<file path="config.mk">
export PLATFORM = sky130hd
export DESIGN_NAME = instruction_fetch_unit
export DESIGN_NICKNAME = d
export VERILOG_FILES = /design/src/rtl/instruction_fetch_unit.sv
export SDC_FILE = /design/constraint.sdc
export NUM_CORES = 1
export LEC_CHECK = 0
export CORE_MARGIN = 2
export CORE_UTILIZATION = 45
export CTS_BUF_LIST = sky130_fd_sc_hd__clkbuf_4 sky130_fd_sc_hd__clkbuf_8
export DETAILED_ROUTE_END_ITERATION = 6
export HOLD_SLACK_MARGIN = 0.1
export PLACE_DENSITY = 0.74
export SYNTH_ARGS = -nofsm -noshare
export SYNTH_HDL_FRONTEND = slang
export SYNTH_SLANG_ARGS = --single-unit
</file>
<file path="constraint.sdc">
create_clock -name clk -period 2.2 [get_ports clk]
set_input_delay 0.44 -clock clk [delete_from_list [all_inputs] [get_ports clk]]
set_output_delay 0.44 -clock clk [all_outputs]
set_load 0.01 [all_outputs]
</file>
<file path="src/rtl/instruction_fetch_unit.sv">
// Fetch-side initiator for the 16-bit instruction memory: holds the PC, captures and issues
// instructions with a valid/ready handshake, resolves jmp/jez, halt and fault. Option: JUMP_COUNT_EN.
module instruction_fetch_unit #(
  parameter int unsigned MEM_DEPTH = 64,
  parameter logic [15:0] RESET_PC  = 16'h0000,
  parameter logic [2:0]  OPC_JMP   = 3'b100,
  parameter logic [2:0]  OPC_JEZ   = 3'b101
) (
  input  logic        clk,
  input  logic        rst_n,
  output logic [15:0] imem_abus,
  input  logic [15:0] imem_dbus,
  input  logic        zero_flag,
  output logic [15:0] instr,
  output logic [15:0] instr_pc,
  output logic        instr_valid,
  input  logic        instr_ready,
  output logic        halted,
  output logic        fault
`ifdef JUMP_COUNT_EN
  ,
  output logic [15:0] jump_count
`endif
);

  typedef enum logic [1:0] {
    FETCH = 2'd0,
    ISSUE = 2'd1,
    HALT  = 2'd2,
    FAULT = 2'd3
  } state_e;

  localparam logic [15:0] PC_LIMIT = 16'(MEM_DEPTH);

  state_e      state_q, state_d;
  logic [15:0] pc_q, pc_d;
  logic [15:0] instr_q, instr_d;
  logic [15:0] instr_pc_q, instr_pc_d;
  logic        valid_q, valid_d;
  logic        halted_q, halted_d;
  logic        fault_q, fault_d;

  logic [2:0]  opcode_s;
  logic [15:0] target_s;
  logic [15:0] next_pc_s;
  logic        taken_s;
  logic        handshake_s;

  // State and output registers
  always_ff @(posedge clk or negedge rst_n) begin
    if (!rst_n) begin
      state_q    <= FETCH;
      pc_q       <= RESET_PC;
      instr_q    <= 16'h0000;
      instr_pc_q <= 16'h0000;
      valid_q    <= 1'b0;
      halted_q   <= 1'b0;
      fault_q    <= 1'b0;
    end else begin
      state_q    <= state_d;
      pc_q       <= pc_d;
      instr_q    <= instr_d;
      instr_pc_q <= instr_pc_d;
      valid_q    <= valid_d;
      halted_q   <= halted_d;
      fault_q    <= fault_d;
    end
  end

  // Branch resolution on the held instruction; zero_flag only matters in the handshake cycle
  always_comb begin
    opcode_s    = instr_q[15:13];
    target_s    = {3'b000, instr_q[12:0]};
    handshake_s = valid_q & instr_ready;
    if (opcode_s == OPC_JMP) begin
      taken_s = 1'b1;
    end else if (opcode_s == OPC_JEZ) begin
      taken_s = zero_flag;
    end else begin
      taken_s = 1'b0;
    end
    if (taken_s) begin
      next_pc_s = target_s;
    end else begin
      next_pc_s = instr_pc_q + 16'd1;
    end
  end

  // Next-state and register updates
  always_comb begin
    state_d    = state_q;
    pc_d       = pc_q;
    instr_d    = instr_q;
    instr_pc_d = instr_pc_q;
    valid_d    = valid_q;
    halted_d   = halted_q;
    fault_d    = fault_q;
    case (state_q)
      FETCH: begin
        if (pc_q >= PC_LIMIT) begin
          state_d = FAULT;
          fault_d = 1'b1;
          valid_d = 1'b0;
        end else begin
          instr_d    = imem_dbus;
          instr_pc_d = pc_q;
          valid_d    = 1'b1;
          state_d    = ISSUE;
        end
      end
      ISSUE: begin
        if (handshake_s) begin
          valid_d = 1'b0;
          // A taken jump back to its own address is the halt idiom; PC stays put
          if (taken_s && (target_s == instr_pc_q)) begin
            state_d  = HALT;
            halted_d = 1'b1;
          end else begin
            pc_d    = next_pc_s;
            state_d = FETCH;
          end
        end else begin
          state_d = ISSUE;
        end
      end
      HALT: begin
        valid_d  = 1'b0;
        halted_d = 1'b1;
        fault_d  = 1'b0;
      end
      FAULT: begin
        valid_d  = 1'b0;
        fault_d  = 1'b1;
        halted_d = 1'b0;
      end
      default: begin
        state_d  = FETCH;
        pc_d     = RESET_PC;
        valid_d  = 1'b0;
        halted_d = 1'b0;
        fault_d  = 1'b0;
      end
    endcase
  end

  assign imem_abus   = pc_q;
  assign instr       = instr_q;
  assign instr_pc    = instr_pc_q;
  assign instr_valid = valid_q;
  assign halted      = halted_q;
  assign fault       = fault_q;

`ifdef JUMP_COUNT_EN
  logic [15:0] jcnt_q, jcnt_d;

  // Saturating count of accepted taken jumps, halt entry included
  always_comb begin
    jcnt_d = jcnt_q;
    if ((state_q == ISSUE) && handshake_s && taken_s && (jcnt_q != 16'hFFFF)) begin
      jcnt_d = jcnt_q + 16'd1;
    end else begin
      jcnt_d = jcnt_q;
    end
  end

  // Jump counter register
  always_ff @(posedge clk or negedge rst_n) begin
    if (!rst_n) begin
      jcnt_q <= 16'h0000;
    end else begin
      jcnt_q <= jcnt_d;
    end
  end

  assign jump_count = jcnt_q;
`endif

endmodule
</file>
==> impl_table.tex, run 1 <==
\begin{tabular}{lr}
\hline
Metric & Value \\
\hline
\multicolumn{2}{l}{\textbf{Synth}} \\
Post-synth EDFFs & 0 \\
Average instance area after synthesis & $\sim$12 um\^{}2 \\
Area share of the leading cell type in the synthesized netlist & roughly half \\
Cell type with the highest aggregate area in the netlist & dfrtp\_1 \\
Share of cell area taken by muxes after synthesis & between 10\% and 20\% \\
Dominant register cell in the synthesized netlist & dfrtp\_1 \\
Yosys synthesis warning count & 0 \\
Simple-gate area share of the yosys netlist & between 10\% and 20\% \\
Combinational family with the most area after synthesis & multiplexers \\
Post-synth ARST share & 100\% \\
Synthesized instance count & 224 \\
Post-synthesis compound-gate area fraction & slightly above 5\% \\
Main area contributors after synthesis & dfrtp\_1 49\%, mux2\_4 11\%, mux2\_2 5.8\% \\
Sequential cell area fraction in the yosys report & 49.0\% \\
Netlist Area Pre-Place & 2710 um\^{}2 \\
Net Count, Synth & between 200 and 250 \\
Yosys reg bits & between 50 and 60 \\
Distinct cell type count after synthesis & 44 \\
Fraction of synthesized cell area in xor and xnor cells & under 10\% \\
Arithmetic-cell share of the synthesized area counting full adders, half adders and majority gates & less than 1\% \\
\multicolumn{2}{l}{\textbf{Timing}} \\
Pins Over Slew Limit & 0 \\
Fin worst setup slack & around 230 ps \\
Share of the clock period used by the worst path after layout & between 80\% and 90\% \\
Hold violation count in the final report & 0 \\
Setup repair after global routing missed its margin & false \\
Min Hold Slack & around 520 ps \\
Post-Route Setup TNS & 0 ps \\
Maximum achievable frequency & between 500 and 600 MHz \\
Setup violation total in the final timing report & 0 \\
Slew HR & 64.6\% \\
Worst clock skew & about 5.0 ps \\
Final critical delay including setup and external delays & between 1500 and 2000 ps \\
Slew at the pin with the worst max-slew slack & roughly 530 ps \\
\multicolumn{2}{l}{\textbf{Global route}} \\
Overall fraction of global-route tracks in use & around 18\% \\
Global-route wire length before repair & slightly above 9 mm \\
Largest net degree at the start of global routing & 31 \\
Overflow left after global routing & 0 \\
Number of antenna violations at the first check in global routing & 0 \\
Vias in the first global route & about 1,800 \\
\multicolumn{2}{l}{\textbf{Place}} \\
Post-detailed-placement half-perimeter wirelength & 4.18 mm \\
\# port buffers & 70 \\
Worst setup timing slack at the placement stage & -246 ps \\
RD Place Congestion & 0.785 \\
\multicolumn{2}{l}{\textbf{Die}} \\
Count of pins on the block boundary & 71 \\
Starting density of the core & 46.0\% \\
DIE HEIGHT & between 80 and 90 um \\
Core box area & 5890 um\^{}2 \\
Die Outline Area & $\sim$6700 um\^{}2 \\
Horizontal extent of the die & 81.6 um \\
Row count & 28 \\
\multicolumn{2}{l}{\textbf{Layout}} \\
Nets & between 300 and 400 \\
FILL cells & about 500 \\
Sequential Area & between 1000 and 1500 um\^{}2 \\
Commonest non-fill, non-tap cell in the layout & clkdlybuf4s50\_1 \\
Highest-count cells in the layout ignoring fill and taps & 69 x clkdlybuf4s50\_1, 53 x dfrtp\_1, 20 x mux2\_4 \\
Fraction of layout cells with a size suffix above 1 & between 20\% and 30\% \\
Multi-input gate area in the final layout & $\sim$1300 um\^{}2 \\
Syn-to-layout area delta & 34.0\% \\
Diode count & 0 \\
\multicolumn{2}{l}{\textbf{Worst hold path}} \\
Min-Delay Path Class & reg2reg \\
\multicolumn{2}{l}{\textbf{Run}} \\
Count of maximum capacitance violations & 0 \\
\multicolumn{2}{l}{\textbf{Clock network}} \\
Clock Sink Count & 53 \\
Maximum buffer depth of the clock tree & 2 \\
Latest clock arrival within the worst-skew pair & around 300 ps \\
Clock tree from TritonCTS & built \\
Number of setup buffers added after CTS & 0 \\
Root buffer cell & clkbuf\_8 \\
Num CTS Buffers & 5 \\
Deepest level of the CTS H-tree & 2 \\
Clock Pin Slew Worst Setup and Hold Paths & around 90 ps \\
\multicolumn{2}{l}{\textbf{Power}} \\
P per Cell Area & 473 nW/um\^{}2 \\
Static Leakage & around 0.0016 uW \\
Peak supply drop & roughly 0.00025 V \\
\multicolumn{2}{l}{\textbf{Drt}} \\
Total wire length & $\sim$5.6 mm \\
Routed via count & approximately 1,900 \\
Detailed router's first-iteration violation count & 87 \\
Post-route antenna net violation count & 0 \\
Number of detailed-routing iterations run before antenna repair & 4 \\
Residual DRC count & 0 \\
Vias per cell & slightly above 5 \\
Routed wire length per instance & approximately 15 um \\
\multicolumn{2}{l}{\textbf{Worst setup path}} \\
Crit path largest cell delay & 450 ps \\
Critical path, cell by cell & clkdlybuf4s50\_1 > nand2b\_1 > nand3b\_1 > nor4\_2 > a21boi\_4 > mux2\_1 \\
Crit-path slowest cell & clkdlybuf4s50\_1 \\
Worst endpoint data arrival time & 2160 ps \\
Critical Path RT & around 2400 ps \\
Kind of critical path & in2reg \\
Element type at the critical path start & input pin \\
Critical Path End Type & flip-flop \\
Critical-path maximum fanout & 15 \\
\multicolumn{2}{l}{\textbf{Outcome}} \\
Status & finished clean \\
\hline
\end{tabular}
registers in the layout, indices dropped and copies added, names as in the netlist:
name	cells
imem_abus	16
instr	16
instr_pc	16
state_q	2
fault	1
halted	1
instr_valid	1
area by class of cell:
| cell class | count | area share (%) |
|---|---|---|
| inverter | 5 | 0.517 |
| tap | 75 | 2.59 |
| multi-input combinational | 153 | 34.8 |
| sequential | 53 | 36.5 |
| timing repair buffer | 87 | 23.1 |
| clock buffer | 7 | 2.48 |
cell usage after synthesis (all sizes together) (2+ instances only):
library cell	number
dfrtp	53
mux2	37
nor2	18
a21oi	14
xor2	13
and2	12
xnor2	11
nand3	9
buf	8
nand4	6
inv	5
nand2	5
clkbuf	4
nor3	3
nor4	3
a21boi	2
and4	2
mux2i	2
nand3b	2
o21ai	2
or3	2
path summary, 6_finish.rpt:
| path | from | end | slack, ps | cells past startpoint |
|---|---|---|---|---|
| min reg2reg | fault | fault | 520 | 2 |
| min | fault | fault | 520 | 2 |
| min in group asynchronous | rst_n | instr_pc[7] | 530 | 2 |
| max in group asynchronous | rst_n | imem_abus[2] | 1200 | 3 |
| max reg2reg | imem_abus[10] | instr_pc[5] | 270 | 5 |
| max | zero_flag | imem_abus[7] | 230 | 6 |
critical path, delay by kind of cell:
| kind | cells | cell delay, ps |
|---|---|---|
| simple gates | 3 | 670 |
| buf+inv | 1 | 450 |
| mux | 1 | 360 |
| compound gates | 1 | 230 |
logic make-up after synthesis:
| logic type | Yosys count |
|---|---|
| compound gates | 23 |
| xor+xnor | 24 |
| fa+ha+maj | 1 |
| buf+inv | 18 |
| flops | 53 |
| mux | 39 |
| simple gates | 66 |
repair_timing:
action | in CTS | in global routing
endpoints found under the hold margin | 7 | 0
endpoints found under the setup margin | 0 | 16
hold buffers | 1 | 0
gates resized for setup | 0 | 1
report_power, final:
part	switching [uW]	internal [uW]
Clock	293	263
Combinational	60.5	94.0
Sequential	18.3	988
Total	372	1340
routing by layer:
| layer | global-route usage (%) | routed length, um |
|---|---|---|
| met5 | 0 | 0 |
| met4 | 4.00 | 48 |
| met2 | 29.4 | 2730 |
| met3 | 3.85 | 199 |
| met1 | 24.7 | 2620 |
through the flow:
stage          instance area (um^2)  cells  utilization (%)  power (uW)
6_report                       3630    380             61.7        1720
5_1_grt                        3630    380             61.7        1790
2_1_floorplan                  2710    224                -        1080
3_5_place_dp                   3520    372             59.8        1180
3_3_place_gp                   3520    372             59.8        1180
4_1_cts                        3620    380             61.5        1730
No activity file was read; power rests on OpenSTA's default activity.
==> run 2: changes to the inputs <==
- CELL_PAD_IN_SITES_DETAIL_PLACEMENT: not set -> 1
- CELL_PAD_IN_SITES_GLOBAL_PLACEMENT: not set -> 1
- CORE_UTILIZATION: 45 -> 39
- PLACE_DENSITY: 0.74 -> 0.8
==> impl_table.tex, run 2 (synthesis results as in run 1) <==
\begin{tabular}{lr}
\hline
Metric & Value \\
\hline
\multicolumn{2}{l}{\textbf{Layout}} \\
Nets & around 320 \\
Diode count & 0 \\
Fraction of layout cells with a size suffix above 1 & between 20\% and 30\% \\
Commonest non-fill, non-tap cell in the layout & clkdlybuf4s50\_1 \\
Syn-to-layout area delta & 32.9\% \\
Highest-count cells in the layout ignoring fill and taps & 69 x clkdlybuf4s50\_1, 53 x dfrtp\_1, 20 x mux2\_4 \\
\multicolumn{2}{l}{\textbf{Drt}} \\
Number of detailed-routing iterations run before antenna repair & 3 \\
Detailed router's first-iteration violation count & between 70 and 80 \\
Routed wire length per instance & between 15 and 20 um \\
Vias per cell & just over 5 \\
Routed via count & approximately 2,000 \\
Total wire length & about 6.6 mm \\
Post-route antenna net violation count & 0 \\
Residual DRC count & 0 \\
\multicolumn{2}{l}{\textbf{Place}} \\
RD Place Congestion & 0.744 \\
\# port buffers & 70 \\
Post-detailed-placement half-perimeter wirelength & a little under 5 mm \\
Worst setup timing slack at the placement stage & -50.5 ps \\
\multicolumn{2}{l}{\textbf{Timing}} \\
Fin worst setup slack & approximately 270 ps \\
Hold violation count in the final report & 0 \\
Slew HR & roughly three fifths \\
Setup violation total in the final timing report & 0 \\
Worst clock skew & approximately 11 ps \\
Min Hold Slack & 133 ps \\
Setup repair after global routing missed its margin & false \\
Maximum achievable frequency & just over 500 MHz \\
Pins Over Slew Limit & 0 \\
Final critical delay including setup and external delays & between 1500 and 2000 ps \\
Slew at the pin with the worst max-slew slack & 607 ps \\
Share of the clock period used by the worst path after layout & just under 90\% \\
\multicolumn{2}{l}{\textbf{Worst setup path}} \\
Timing startpoint of the critical path & imem\_abus[14] \\
Worst R2R Start & imem\_abus[14] \\
Critical Path End Type & flip-flop \\
Critical-path maximum fanout & 32 \\
Critical Path RT & roughly 2400 ps \\
Path depth of the worst reg2reg path & 5 \\
Element type at the critical path start & flip-flop \\
Worst endpoint data arrival time & $\sim$2100 ps \\
Internal reg-to-reg setup slack & roughly 270 ps \\
Worst flop-to-flop path endpoint & instr[6] \\
Worst setup path endpoint & instr[6] \\
Kind of critical path & reg2reg \\
\multicolumn{2}{l}{\textbf{Die}} \\
DIE HEIGHT & between 80 and 90 um \\
Count of pins on the block boundary & 71 \\
Starting density of the core & between 40\% and 50\% \\
Die Outline Area & about 7600 um\^{}2 \\
Row count & 30 \\
Core box area & around 6800 um\^{}2 \\
Horizontal extent of the die & around 87 um \\
\multicolumn{2}{l}{\textbf{Global route}} \\
Global-route wire length before repair & 10.4 mm \\
Number of antenna violations at the first check in global routing & 0 \\
Vias in the first global route & roughly 2,100 \\
Overall fraction of global-route tracks in use & 17.9\% \\
Largest net degree at the start of global routing & 33 \\
Overflow left after global routing & 0 \\
\multicolumn{2}{l}{\textbf{Clock network}} \\
Num CTS Buffers & 5 \\
Number of setup buffers added after CTS & 0 \\
Post-cts hold buffer count & 0 \\
Deepest level of the CTS H-tree & 2 \\
Maximum buffer depth of the clock tree & 2 \\
Root buffer cell & clkbuf\_8 \\
Latest clock arrival within the worst-skew pair & 310 ps \\
Clock tree from TritonCTS & built \\
Post-cts sizing count & 0 \\
Clock Pin Slew Worst Setup and Hold Paths & approximately 100 ps \\
Clock Sink Count & 53 \\
\multicolumn{2}{l}{\textbf{Power}} \\
Static Leakage & about 0.0016 uW \\
P per Cell Area & between 500 and 600 nW/um\^{}2 \\
Peak supply drop & 0.000264 V \\
Power, Total & between 1500 and 2000 uW \\
\multicolumn{2}{l}{\textbf{Outcome}} \\
Status & finished clean \\
\multicolumn{2}{l}{\textbf{Run}} \\
Count of maximum capacitance violations & 0 \\
\multicolumn{2}{l}{\textbf{Worst hold path}} \\
Min-Delay Path Class & in2async \\
\hline
\end{tabular}
[run 2: layout make-up]
type                    instances  area (um^2)
inverters                       5         18.8
clock buffers                   6         76.3
clock inverters                 2         38.8
multi-input cells             153         1250
well taps                      80          100
fillers                       737         3160
flip-flops and latches         53         1330
repair buffers                 77          786
[run 2: worst max-delay path: stages (launching register included)]
cell	delay, ps
dfrtp_1	410
nor4_1	290
nand3_1	190
or3_1	390
buf_12	190
mux2_4	320
[run 2: per-layer routing]
metal | track usage [%] | vias up | part of all wire, %
li1 | - | 907 | -
met1 | 23.4 | 992 | 45
met2 | 30.3 | 42 | 50
met3 | 3.03 | 6 | 3.0
met4 | 5.03 | 0 | 1.3
met5 | 0 | - | 0
[run 2: how the worst min path moves through the flow]
stage | depth (start not counted) | endpoint | slack (ps)
floorplan | 0 | fault | 140
global placement | 1 | imem_abus[15] | 480
detailed placement | 1 | imem_abus[14] | 480
CTS | 1 | imem_abus[9] | 140
global route | 1 | instr_valid | 170
finish | 1 | imem_abus[9] | 130
[run 2: power breakdown]
part / internal, uW / switching (uW)
Sequential: 988 / 20.6
Clock: 354 / 322
Combinational: 90.5 / 61.8
Total: 1430 / 404
[run 2: metrics by stage]
stage | std cells | cell area [um^2] | setup TNS (ps) | utilization, %
2_1_floorplan | 224 | 2710 | 0 | -
3_3_place_gp | 368 | 3490 | 0 | 51.6
3_5_place_dp | 368 | 3490 | -305 | 51.6
4_1_cts | 376 | 3600 | 0 | 53.3
5_1_grt | 376 | 3600 | 0 | 53.3
6_report | 376 | 3600 | 0 | 53.3
